===== src/rtl/muldiv_pkg.sv =====
// Shared definitions for the RV32M multiply/divide sequencer: op encoding, FSM states and
// op-class helpers.
package muldiv_pkg;

  localparam logic [2:0] MUL    = 3'b000;
  localparam logic [2:0] MULH   = 3'b001;
  localparam logic [2:0] MULHSU = 3'b010;
  localparam logic [2:0] MULHU  = 3'b011;
  localparam logic [2:0] DIV    = 3'b100;
  localparam logic [2:0] DIVU   = 3'b101;
  localparam logic [2:0] REM    = 3'b110;
  localparam logic [2:0] REMU   = 3'b111;

  typedef enum logic [1:0] {StIdle, StCalc, StFix, StDone} md_state_t;

  function automatic logic is_signed_a(input logic [2:0] op);
    return (op == MULH) || (op == MULHSU) || (op == DIV) || (op == REM);
  endfunction

  function automatic logic is_signed_b(input logic [2:0] op);
    return (op == MULH) || (op == DIV) || (op == REM);
  endfunction

  function automatic logic is_div(input logic [2:0] op);
    return op[2];
  endfunction

endpackage


===== src/rtl/muldiv_ctrl_if.sv =====
// Start/busy/done handshake and operand/result bus between the execute stage and muldiv_ctrl.
interface muldiv_ctrl_if #(
  parameter int unsigned DWIDTH = 32
);
  logic              MD_Start;
  logic [2:0]        MD_OP;
  logic [DWIDTH-1:0] MD_In_A;
  logic [DWIDTH-1:0] MD_In_B;
  logic              MD_Kill;
  logic              MD_Busy;
  logic              MD_Done;
  logic [DWIDTH-1:0] MD_Out;

  modport master (
    output MD_Start, MD_OP, MD_In_A, MD_In_B, MD_Kill,
    input  MD_Busy, MD_Done, MD_Out
  );

  modport slave (
    input  MD_Start, MD_OP, MD_In_A, MD_In_B, MD_Kill,
    output MD_Busy, MD_Done, MD_Out
  );
endinterface


===== src/rtl/md_sign_fix.sv =====
// Conditional two's-complement negate; used for operand magnitudes and result sign correction.
module md_sign_fix #(
  parameter int unsigned Width = 32
) (
  input  logic             neg,
  input  logic [Width-1:0] din,
  output logic [Width-1:0] dout
);

  assign dout = neg ? (~din + {{(Width-1){1'b0}}, 1'b1}) : din;

endmodule


===== src/rtl/muldiv_ctrl.sv =====
// Iterative RV32M multiply/divide sequencer (shift-add multiply, restoring divide).
// Optional single-cycle multiplier path enabled by defining MULDIV_FAST_MUL_EN.
module muldiv_ctrl
  import muldiv_pkg::*;
#(
  parameter int unsigned DWIDTH = 32
) (
  input logic          Clk,
  input logic          Rst,
  muldiv_ctrl_if.slave md
);

  localparam int unsigned CntW = $clog2(DWIDTH);
  localparam logic [DWIDTH-1:0] MinNeg = {1'b1, {(DWIDTH-1){1'b0}}};

  md_state_t           state_q, state_d;
  logic [CntW-1:0]     cnt_q;
  logic [2:0]          op_q;
  logic [DWIDTH-1:0]   mcand_q;  // multiplicand or divisor magnitude
  logic [2*DWIDTH-1:0] acc_q;    // {hi, lo}: product, or {remainder, quotient}
  logic                neg_res_q, neg_rem_q;
  logic [DWIDTH-1:0]   res_q, out_q, out_d;
  logic                busy_q, busy_d, done_q, done_d;

  logic                neg_a, neg_b, start_div, div_zero, div_ovf, special, accept;
  logic [DWIDTH-1:0]   mag_a, mag_b, spec_res;
  logic [2*DWIDTH-1:0] fast_prod;

  assign neg_a     = is_signed_a(md.MD_OP) & md.MD_In_A[DWIDTH-1];
  assign neg_b     = is_signed_b(md.MD_OP) & md.MD_In_B[DWIDTH-1];
  assign start_div = is_div(md.MD_OP);
  assign div_zero  = (md.MD_In_B == '0);
  assign div_ovf   = is_signed_b(md.MD_OP) & (md.MD_In_A == MinNeg) & (&md.MD_In_B);
  assign special   = start_div & (div_zero | div_ovf);
  assign accept    = (state_q == StIdle) & md.MD_Start & ~md.MD_Kill;
  // op[1] distinguishes REM/REMU from DIV/DIVU
  assign spec_res  = md.MD_OP[1] ? (div_zero ? md.MD_In_A : '0)
                                 : (div_zero ? '1 : md.MD_In_A);

  md_sign_fix #(.Width(DWIDTH)) u_mag_a (.neg(neg_a), .din(md.MD_In_A), .dout(mag_a));
  md_sign_fix #(.Width(DWIDTH)) u_mag_b (.neg(neg_b), .din(md.MD_In_B), .dout(mag_b));

`ifdef MULDIV_FAST_MUL_EN
  localparam bit FastMul = 1'b1;
  assign fast_prod = {{DWIDTH{1'b0}}, mag_a} * {{DWIDTH{1'b0}}, mag_b};
`else
  localparam bit FastMul = 1'b0;
  assign fast_prod = '0;
`endif

  // One iteration step for each algorithm
  logic [DWIDTH:0]     mul_sum, rem_sh, trial;
  logic [2*DWIDTH-1:0] mul_next, div_next;
  always_comb begin
    mul_sum  = {1'b0, acc_q[2*DWIDTH-1:DWIDTH]} + (acc_q[0] ? {1'b0, mcand_q} : '0);
    mul_next = {mul_sum, acc_q[DWIDTH-1:1]};
    rem_sh   = {acc_q[2*DWIDTH-1:DWIDTH], acc_q[DWIDTH-1]};
    trial    = rem_sh - {1'b0, mcand_q};
    div_next = trial[DWIDTH] ? {rem_sh[DWIDTH-1:0], acc_q[DWIDTH-2:0], 1'b0}
                             : {trial[DWIDTH-1:0], acc_q[DWIDTH-2:0], 1'b1};
  end

  // Sign correction and result selection
  logic                fix_neg;
  logic [2*DWIDTH-1:0] fix_in, fix_out;
  logic [DWIDTH-1:0]   fix_res;
  always_comb begin
    if (is_div(op_q)) begin
      fix_in  = {{DWIDTH{1'b0}}, op_q[1] ? acc_q[2*DWIDTH-1:DWIDTH] : acc_q[DWIDTH-1:0]};
      fix_neg = op_q[1] ? neg_rem_q : neg_res_q;
    end else begin
      fix_in  = acc_q;
      fix_neg = neg_res_q;
    end
  end

  md_sign_fix #(.Width(2*DWIDTH)) u_fix_res (.neg(fix_neg), .din(fix_in), .dout(fix_out));

  assign fix_res = (is_div(op_q) || op_q[1:0] == 2'b00) ? fix_out[DWIDTH-1:0]
                                                         : fix_out[2*DWIDTH-1:DWIDTH];

  always_ff @(posedge Clk or posedge Rst) begin
    if (Rst) state_q <= StIdle;
    else     state_q <= state_d;
  end

  always_comb begin
    state_d = state_q;
    case (state_q)
      StIdle: if (accept) begin
        if (special)                 state_d = StDone;
        else if (FastMul && !start_div) state_d = StFix;
        else                         state_d = StCalc;
      end
      StCalc: if (md.MD_Kill) state_d = StIdle;
              else if (cnt_q == '0) state_d = StFix;
      StFix:  state_d = md.MD_Kill ? StIdle : StDone;
      StDone: state_d = StIdle;
      default: state_d = StIdle;
    endcase
  end

  always_comb begin
    done_d = (state_q == StDone);
    busy_d = (state_d != StIdle) | done_d;
    out_d  = done_d ? res_q : out_q;
  end

  always_ff @(posedge Clk or posedge Rst) begin
    if (Rst) begin
      cnt_q     <= '0;
      op_q      <= '0;
      mcand_q   <= '0;
      acc_q     <= '0;
      neg_res_q <= 1'b0;
      neg_rem_q <= 1'b0;
      res_q     <= '0;
      out_q     <= '0;
      busy_q    <= 1'b0;
      done_q    <= 1'b0;
    end else begin
      busy_q <= busy_d;
      done_q <= done_d;
      out_q  <= out_d;
      case (state_q)
        StIdle: if (accept) begin
          op_q      <= md.MD_OP;
          neg_res_q <= neg_a ^ neg_b;
          neg_rem_q <= neg_a;
          cnt_q     <= CntW'(DWIDTH - 1);
          mcand_q   <= start_div ? mag_b : mag_a;
          acc_q     <= (FastMul && !start_div) ? fast_prod
                                               : {{DWIDTH{1'b0}}, start_div ? mag_a : mag_b};
          if (special) res_q <= spec_res;
        end
        StCalc: begin
          acc_q <= is_div(op_q) ? div_next : mul_next;
          if (cnt_q != '0) cnt_q <= cnt_q - CntW'(1);
        end
        StFix:   res_q <= fix_res;
        default: ;
      endcase
    end
  end

  assign md.MD_Busy = busy_q;
  assign md.MD_Done = done_q;
  assign md.MD_Out  = out_q;

endmodule


===== src/flat_wrapper.sv =====
// flat-port wrapper written by rule: the top's interface ports become plain ports
module muldiv_ctrl_flat import muldiv_pkg::*;
#(
  parameter int unsigned DWIDTH = 32
)
  (Clk, Rst, md_MD_Start, md_MD_OP, md_MD_In_A, md_MD_In_B, md_MD_Kill, md_MD_Busy, md_MD_Done, md_MD_Out);
  muldiv_ctrl_if #(.DWIDTH(DWIDTH)) md_i ();
  input logic Clk;
  input logic Rst;
  input wire logic [$bits(md_i.MD_Start)-1:0] md_MD_Start;
  input wire logic [$bits(md_i.MD_OP)-1:0] md_MD_OP;
  input wire logic [$bits(md_i.MD_In_A)-1:0] md_MD_In_A;
  input wire logic [$bits(md_i.MD_In_B)-1:0] md_MD_In_B;
  input wire logic [$bits(md_i.MD_Kill)-1:0] md_MD_Kill;
  output wire logic [$bits(md_i.MD_Busy)-1:0] md_MD_Busy;
  output wire logic [$bits(md_i.MD_Done)-1:0] md_MD_Done;
  output wire logic [$bits(md_i.MD_Out)-1:0] md_MD_Out;
  assign md_i.MD_Start = md_MD_Start;
  assign md_i.MD_OP = md_MD_OP;
  assign md_i.MD_In_A = md_MD_In_A;
  assign md_i.MD_In_B = md_MD_In_B;
  assign md_i.MD_Kill = md_MD_Kill;
  assign md_MD_Busy = md_i.MD_Busy;
  assign md_MD_Done = md_i.MD_Done;
  assign md_MD_Out = md_i.MD_Out;
  muldiv_ctrl #(.DWIDTH(DWIDTH)) u_core (.Clk(Clk), .Rst(Rst), .md(md_i));
endmodule

===== config.mk =====
export PLATFORM = sky130hd
export DESIGN_NAME = muldiv_ctrl_flat
export DESIGN_NICKNAME = d
export VERILOG_FILES = /design/src/rtl/muldiv_pkg.sv /design/src/rtl/muldiv_ctrl_if.sv /design/src/rtl/md_sign_fix.sv /design/src/rtl/muldiv_ctrl.sv /design/src/flat_wrapper.sv
export SDC_FILE = /design/constraint.sdc
export NUM_CORES = 1
export LEC_CHECK = 0
export BUFFER_PORTS_ARGS = -buffer_cell sky130_fd_sc_hd__buf_2
export CAP_MARGIN = 15
export CORE_MARGIN = 8
export CORE_UTILIZATION = 50
export CTS_BUF_LIST = sky130_fd_sc_hd__clkbuf_4
export CTS_CLUSTER_SIZE = 10
export DETAILED_ROUTE_END_ITERATION = 12
export GPL_ROUTABILITY_DRIVEN = 0
export HOLD_SLACK_MARGIN = 0.15
export PLACE_DENSITY = 0.68
export SLEW_MARGIN = 20
export SYNTH_ARGS = -nofsm -noshare
export SYNTH_HDL_FRONTEND = slang
export SYNTH_HIERARCHICAL = 1
export SYNTH_SLANG_ARGS = --single-unit

===== constraint.sdc =====
create_clock -name Clk -period 14.94 [get_ports Clk]
set_input_delay 2.241 -clock Clk [delete_from_list [all_inputs] [get_ports Clk]]
set_output_delay 2.241 -clock Clk [all_outputs]
set_load 0.01 [all_outputs]

## Word-level counts from Yosys, hierarchy flattened

Cells that the tools add are included.

| storage, ports and cells | value |
|---|---|
| bits in registers | 174 |
| input bits | 71 |
| output and inout bits | 34 |

| operators by class | value |
|---|---|
| $add $sub $neg | 6 |
| equal/unequal tests | 11 |
| mux-type cells | 30 |
| bitwise operators | 14 |
| reduce and logical (&&, ||, !) cells | 19 |

Operator list:

| kind | number |
|---|---|
| 32-bit two-way mux | 12 |
| 64-bit two-way mux | 5 |
| 64-bit one-hot mux with 2 select lines | 1 |
| 32-bit by 1-bit adder with 32-bit output, second input constant | 2 |
| 64-bit by 1-bit adder with 64-bit output, second input constant | 1 |
| 32-bit inverter | 2 |
| 64-bit inverter | 1 |
| 32-bit one-hot mux with 2 select lines | 1 |
| 32-bit by 33-bit adder with 33-bit output | 1 |
| 33-bit by 32-bit subtractor with 33-bit output | 1 |
| 32-bit == test, second input constant | 1 |
| 32-bit zero test | 1 |
| 32-bit AND reduction | 1 |
| 2-bit two-way mux | 5 |
| 5-bit two-way mux | 2 |
| 5-bit one-hot mux with 2 select lines | 1 |
| 2-bit one-hot mux with 4 select lines | 1 |
| 1-bit bitwise AND | 7 |
| 3-bit == test, second input constant | 2 |
| 1-bit logical OR | 6 |
| 2-bit by 1-bit inequality test with 1-bit output, second input constant | 3 |
| 3-bit AND reduction | 2 |
| 2-bit nonzero test | 3 |
| 5-bit zero test | 1 |
| other kinds (12) | 17 |

## Longest topological paths before layout

| depth | value |
|---|---|
| word-level depth | 12 |
| depth in mapped cells | 15 |

## Cells and area by module

The synthesis kept the hierarchy.

Modules (own cells, without submodules):

| module | times used | cells each | area an instance (um^2) |
|---|---|---|---|
| muldiv_ctrl | 1 | 1452 | 13077.5 |
| md_sign_fix at u_core.u_mag_a ... | 2 | 99 | 777.0 |
| md_sign_fix at u_core.u_fix_res | 1 | 197 | 1530.2 |

## Worst setup path before layout

OpenSTA, ideal clock, no wires.

| timing path | value |
|---|---|
| kind | input to register |
| start point | input port md_MD_In_A[28] |
| end point | register u_core.res_q[0] |
| setup time | 0.119 ns |
| arrival | 4.251 ns |
| required time | 14.821 ns |
| setup slack | 10.570 ns |
| stages on the path | 10 |
| cell sequence | or4b_1 -> nor4_1 -> nand4_1 -> nor3_1 -> nand4_1 -> a21o_1 -> a21oi_2 -> buf_2 -> o211ai_1 -> o21a_1 |

| on the way | value |
|---|---|
| cells in the longest elaborated chain, start to end | 7 |

RTL lines:

| what | line | text |
|---|---|---|
| start: declaration | flat_wrapper.sv:12 | `input wire logic [$bits(md_i.MD_In_A)-1:0] md_MD_In_A;` |
| 32-bit == test | muldiv_ctrl.sv:33 | `assign div_ovf = is_signed_b(md.MD_OP) & (md.MD_In_A == MinNeg) & (&md.MD_In_B);` |
| 1-bit bitwise AND (2 in a row) | muldiv_ctrl.sv:33 |  |
| 1-bit bitwise OR | muldiv_ctrl.sv:34 | `assign special = start_div & (div_zero \| div_ovf);` |
| 1-bit bitwise AND | muldiv_ctrl.sv:34 |  |
| 2-bit by 1-bit inequality test with 1-bit output (no line) | -- |  |
| 3-bit AND reduction (no line) | -- |  |
| end signal: assignment | muldiv_ctrl.sv:134 | `if (special) res_q <= spec_res;` |
| end signal: assignment | muldiv_ctrl.sv:140 | `StFix: res_q <= fix_res;` |
| end: declaration | muldiv_ctrl.sv:22 | `logic [DWIDTH-1:0] res_q, out_q, out_d;` |

No other way between the ends.
A chain may end at the register's enable or synchronous reset.

## Worst setup path after layout

| timing path | value |
|---|---|
| start point | input port md_MD_In_A[28] |
| end point | register u_core.res_q[29] |

The elaborated chain is that of the path after synthesis.

==> results.md <==
Run status:
- The run finished with clean final reports.

Placement:
- The placed wire-length estimate after detailed placement is 38300 um.
- The count of port buffers added during placement is 104.

GRT:
- The global routing usage on met2 is 0.410.
- The global-route wire length before repair is 79000 um.
- The remaining global-route overflow is 0.
- The number of global-route vias before repair was 14200.
- The maximum number of pins on one net before global-route repair is 84.
- The number of antenna violations at the first check in global routing is 1.
- The routing usage on met1 is 0.341.
- For this run, the total global-route usage over all layers was measured as 0.256.
- The global routing met3 resource utilization is 0.0396.
- The most utilized layer in the global route result is met2.

Synth:
- The sequential-to-total area share from yosys stat is 0.269.
- Of the total synthesized cell area, the portion taken by full adders, half adders and majority gates is 0.0551.
- The prevailing post-synth register cell is sky130_fd_sc_hd__dfrtp_1.
- The compound-cell area share of the yosys netlist is 0.237.
- Counting flops with a built-in enable in the synthesized netlist gives 0.
- The count of unique library cells instantiated by Yosys is 84.
- The synthesized cell area is 0.0162 sq mm.
- After synthesis, the largest family of logic cells by area is compound AO/OA/AOI/OAI gates.
- The synthesized design contains 174 register bits.
- The number of nets in the synthesized netlist is 1988.
- After synthesis, the share of flip-flops with an asynchronous set or reset is 1.00.
- The average footprint of a synthesized cell is 8.75 sq um.
- The XOR/XNOR share of the synthesized area is 0.0948.
- The mux share of post-synthesis cell area is 0.128.
- The Yosys warning count is 6.
- Of the total synthesized cell area, the portion taken by AND, OR, NAND and NOR gates is 0.173.
- In the synthesized netlist, the number of instances is 1847.

Route:
- In this run, the number of DRC markers left after iteration 0 of detailed routing was 1382.
- Dividing the detail-routed via count by the number of cells gives 6.40.
- For this block, the via count after detailed routing is 14700.
- In the routed design, unresolved DRC markers number 0.
- The first detailed-routing pass took 6 iterations.
- The final layout contains routed wiring with a total length of 49700 um.
- Once detail routing completed, the nets flagged for antenna violations numbered 0.
- The average wire per cell in the routed design is 21.6 um.

Final layout:
- The filler cells instantiated in the layout total 3007.
- In the layout the commonest cells are sky130_fd_sc_hd__o21ai_0, sky130_fd_sc_hd__dfrtp_1, sky130_fd_sc_hd__nand2_1, sky130_fd_sc_hd__xnor2_1, sky130_fd_sc_hd__mux2i_1.
- The library cell used most frequently in the layout, excluding fill and tap cells, is sky130_fd_sc_hd__o21ai_0.
- In the final layout, the share of cells above drive strength 1 is 0.152.
- Compared with the post-synthesis result, the final layout area differs by 6.19%.
- The net count of the finished layout is 2019.

Pwr:
- Summed over all cells, the static leakage comes to 7.16 nW.
- Of the total power, the share spent switching nets is 0.497.
- The sequential cell fraction of total power is 0.280.
- The power density over the cells is 155 mW/mm^2.
- The power after layout is 0.00265 W.
- The internal power is 0.00133 W.
- The power share of the clock group is 0.098.
- The worst-case IR drop observed on VDD is 0.0753 mV.
- The portion of total power attributed to combinational logic is 0.623.
- The net switching power of the design is 0.00132 W.

Timing:
- The setup total negative slack is 0 ps.
- Dividing the final minimum period by the clock period gives 0.318.
- The max-slew violation count came to 0.
- The transition time of the tightest slew-check pin is 1040 ps.
- The number of endpoints with negative hold slack in the final report is 0.
- Setup violations remaining at the end of the flow were counted as 0.
- The headroom to the max-slew limit is 0.306.
- The timing-limited maximum frequency is 0.211 GHz.
- Setup repair after global routing left no endpoint under its margin.
- Subtracting the final worst setup slack from the clock period gives 4750 ps.
- The largest clock skew in the final design is 24.9 ps.

Worst setup path:
- In this run the worst path has a maximum fanout of 64.
- The kind of start point of the critical path is an input port.
- STA puts the critical path data required time at 15450 ps.
- The kind of end point of the critical path is a flip-flop.
- The type of the worst setup path is in2reg.
- For the worst setup path, the data arrival time is 5250 ps.

Min path:
- The class of the worst hold path is reg2reg.

Die:
- The placeable core region is 0.0322 sq mm.
- The floorplan step defined a die boundary enclosing 0.0383 sq mm.
- Pin placement for this block handled 105 I/O pins.
- Row generation in the floorplan step produced 66 rows.
- The die is 196 um wide.
- The initial core utilization is 0.502.
- From bottom edge to top edge, the die measures 196 um.

Clocking:
- The number of buffers inserted by post-CTS setup repair is 0.
- No sink is reached through more buffers than the 2 on the longest clock path.
- The tree built by TritonCTS fans out to 174 sinks.
- Counting the buffers created by CTS gives 17.
- The depth of the CTS H-tree is 4.
- Hold repair after CTS inserted 0 buffers.
- CTS placed an instance of sky130_fd_sc_hd__clkbuf_4 at the clock tree root.
- The clock slew at the register clock pins of the worst setup and hold paths is 160 ps.
- TritonCTS built the clock tree.
- The later-pin clock latency in the skew report is 600 ps.
- Gates resized during post-CTS repair numbered 0.

Run:
- The number of maximum-capacitance violations is 0.
[cell type report]
class	instances	area (sq um)	share of cell area
tap	408	510	0.0297
sequential	174	4360	0.254
inverter	61	234	0.0136
timing repair buffer	120	656	0.0382
clock inverter	14	111	0.00649
clock buffer	17	128	0.00744
multi-input combinational	1504	11200	0.650
antenna	1	2.50	0.000146
[synthesized netlist by cell type (8+ instances only)]
cell                         n  area, sq um
sky130_fd_sc_hd__o21ai_0   182          911
sky130_fd_sc_hd__o211ai_1   67          503
sky130_fd_sc_hd__mux2i_1   136         1360
sky130_fd_sc_hd__o41ai_1    18          158
sky130_fd_sc_hd__o41ai_2    14          228
sky130_fd_sc_hd__dfrtp_1   174         4350
sky130_fd_sc_hd__inv_1      61          229
sky130_fd_sc_hd__xor2_1     21          184
sky130_fd_sc_hd__o31ai_1    37          278
sky130_fd_sc_hd__nor3_1     15         75.1
sky130_fd_sc_hd__mux2_2     63          709
sky130_fd_sc_hd__o21a_1     37          278
sky130_fd_sc_hd__and2_1     37          231
sky130_fd_sc_hd__xnor2_1   154         1350
sky130_fd_sc_hd__nand2_1   165          619
sky130_fd_sc_hd__ha_1       68          851
sky130_fd_sc_hd__buf_1      13         48.8
sky130_fd_sc_hd__clkbuf_1   77          289
sky130_fd_sc_hd__nor4_1     27          169
sky130_fd_sc_hd__a22oi_1    17          128
sky130_fd_sc_hd__a31oi_1    14         87.6
sky130_fd_sc_hd__nor2_1     64          240
sky130_fd_sc_hd__nor2b_1    41          257
sky130_fd_sc_hd__a21o_1     35          263
sky130_fd_sc_hd__or3_1      19          119
sky130_fd_sc_hd__nand4_1    30          188
sky130_fd_sc_hd__a21oi_1    70          350
sky130_fd_sc_hd__a211oi_1   13         97.6
sky130_fd_sc_hd__nand2b_1   18          113
sky130_fd_sc_hd__nand3_1    23          115
sky130_fd_sc_hd__buf_2      10         50.1
sky130_fd_sc_hd__nor4_4      8          170
[flip-flops by register name, indices dropped and copies added, names as in the netlist]
signal,flops
u_core/op_q,3
u_core/md.MD_Done,1
u_core/md.MD_Busy,1
u_core/neg_res_q,1
u_core/state_q,2
u_core/acc_q,64
u_core/mcand_q,32
u_core/md.MD_Out,32
u_core/neg_rem_q,1
u_core/res_q,32
u_core/cnt_q,5
[path summary, 6_finish.rpt]
kind | from | endpoint | slack [ps] | cells past startpoint
worst max-delay path | md_MD_In_A[28] | u_core/res_q[29]$_DFFE_PP0P_ | 10190 | 11
worst min-delay path | u_core/res_q[16]$_DFFE_PP0P_ | u_core/res_q[16]$_DFFE_PP0P_ | 510 | 1
worst max register to register | u_core/op_q[2]$_DFFE_PP0P_ | u_core/res_q[11]$_DFFE_PP0P_ | 10530 | 11
worst min register to register | u_core/res_q[16]$_DFFE_PP0P_ | u_core/res_q[16]$_DFFE_PP0P_ | 510 | 1
max in group asynchronous | Rst | u_core/op_q[2]$_DFFE_PP0P_ | 11850 | 3
min in group asynchronous | Rst | u_core/md.MD_Out[22]$_DFFE_PP0P_ | 1650 | 2
[through the flow]
step           instance area, sq um  hold slack [ps]  worst slack (ps)  instances   util
3_5_place_dp                  16900              466              9630       2266  0.525
3_3_place_gp                  16900              459              9710       2266  0.525
6_report                      17200              505             10190       2299  0.533
5_1_grt                       17200              522             10030       2299  0.533
2_1_floorplan                 16200              444              7980       1847      -
4_1_cts                       17100              504             10280       2297  0.532
[critical path, stage by stage]
cell and delay (ps):
sky130_fd_sc_hd__buf_2 130, sky130_fd_sc_hd__or4b_1 680, sky130_fd_sc_hd__nor4_1 450, sky130_fd_sc_hd__nand4_1 150, sky130_fd_sc_hd__nor3_1 220, sky130_fd_sc_hd__nand4_1 110, sky130_fd_sc_hd__a21o_1 240, sky130_fd_sc_hd__a21oi_4 140
sky130_fd_sc_hd__buf_4 510, sky130_fd_sc_hd__o211ai_1 190, sky130_fd_sc_hd__o21a_1 150
[power groups by stage]
stage                     clock [W]  combinational (W)  sequential (W)
final                      0.000259            0.00165        0.000742
after global routing       0.000284            0.00182        0.000757
after CTS                  0.000265            0.00163        0.000740
after detailed placement          0            0.00162        0.000750
after global placement            0            0.00159        0.000749
after floorplan                   0            0.00131        0.000664
[cells by family after synthesis]
kind of cell,count (synthesis)
compound gates,560
flops,174
buf+inv,169
xor+xnor,175
mux,199
simple gates,500
fa+ha+maj,70
[routing by layer]
metal / vias to the layer above / wire length [um]
li1: 6898 / -
met1: 7150 / 21600
met2: 572 / 22800
met3: 105 / 3300
met4: 0 / 1950
met5: - / 0
No activity file was read; power rests on OpenSTA's default activity.
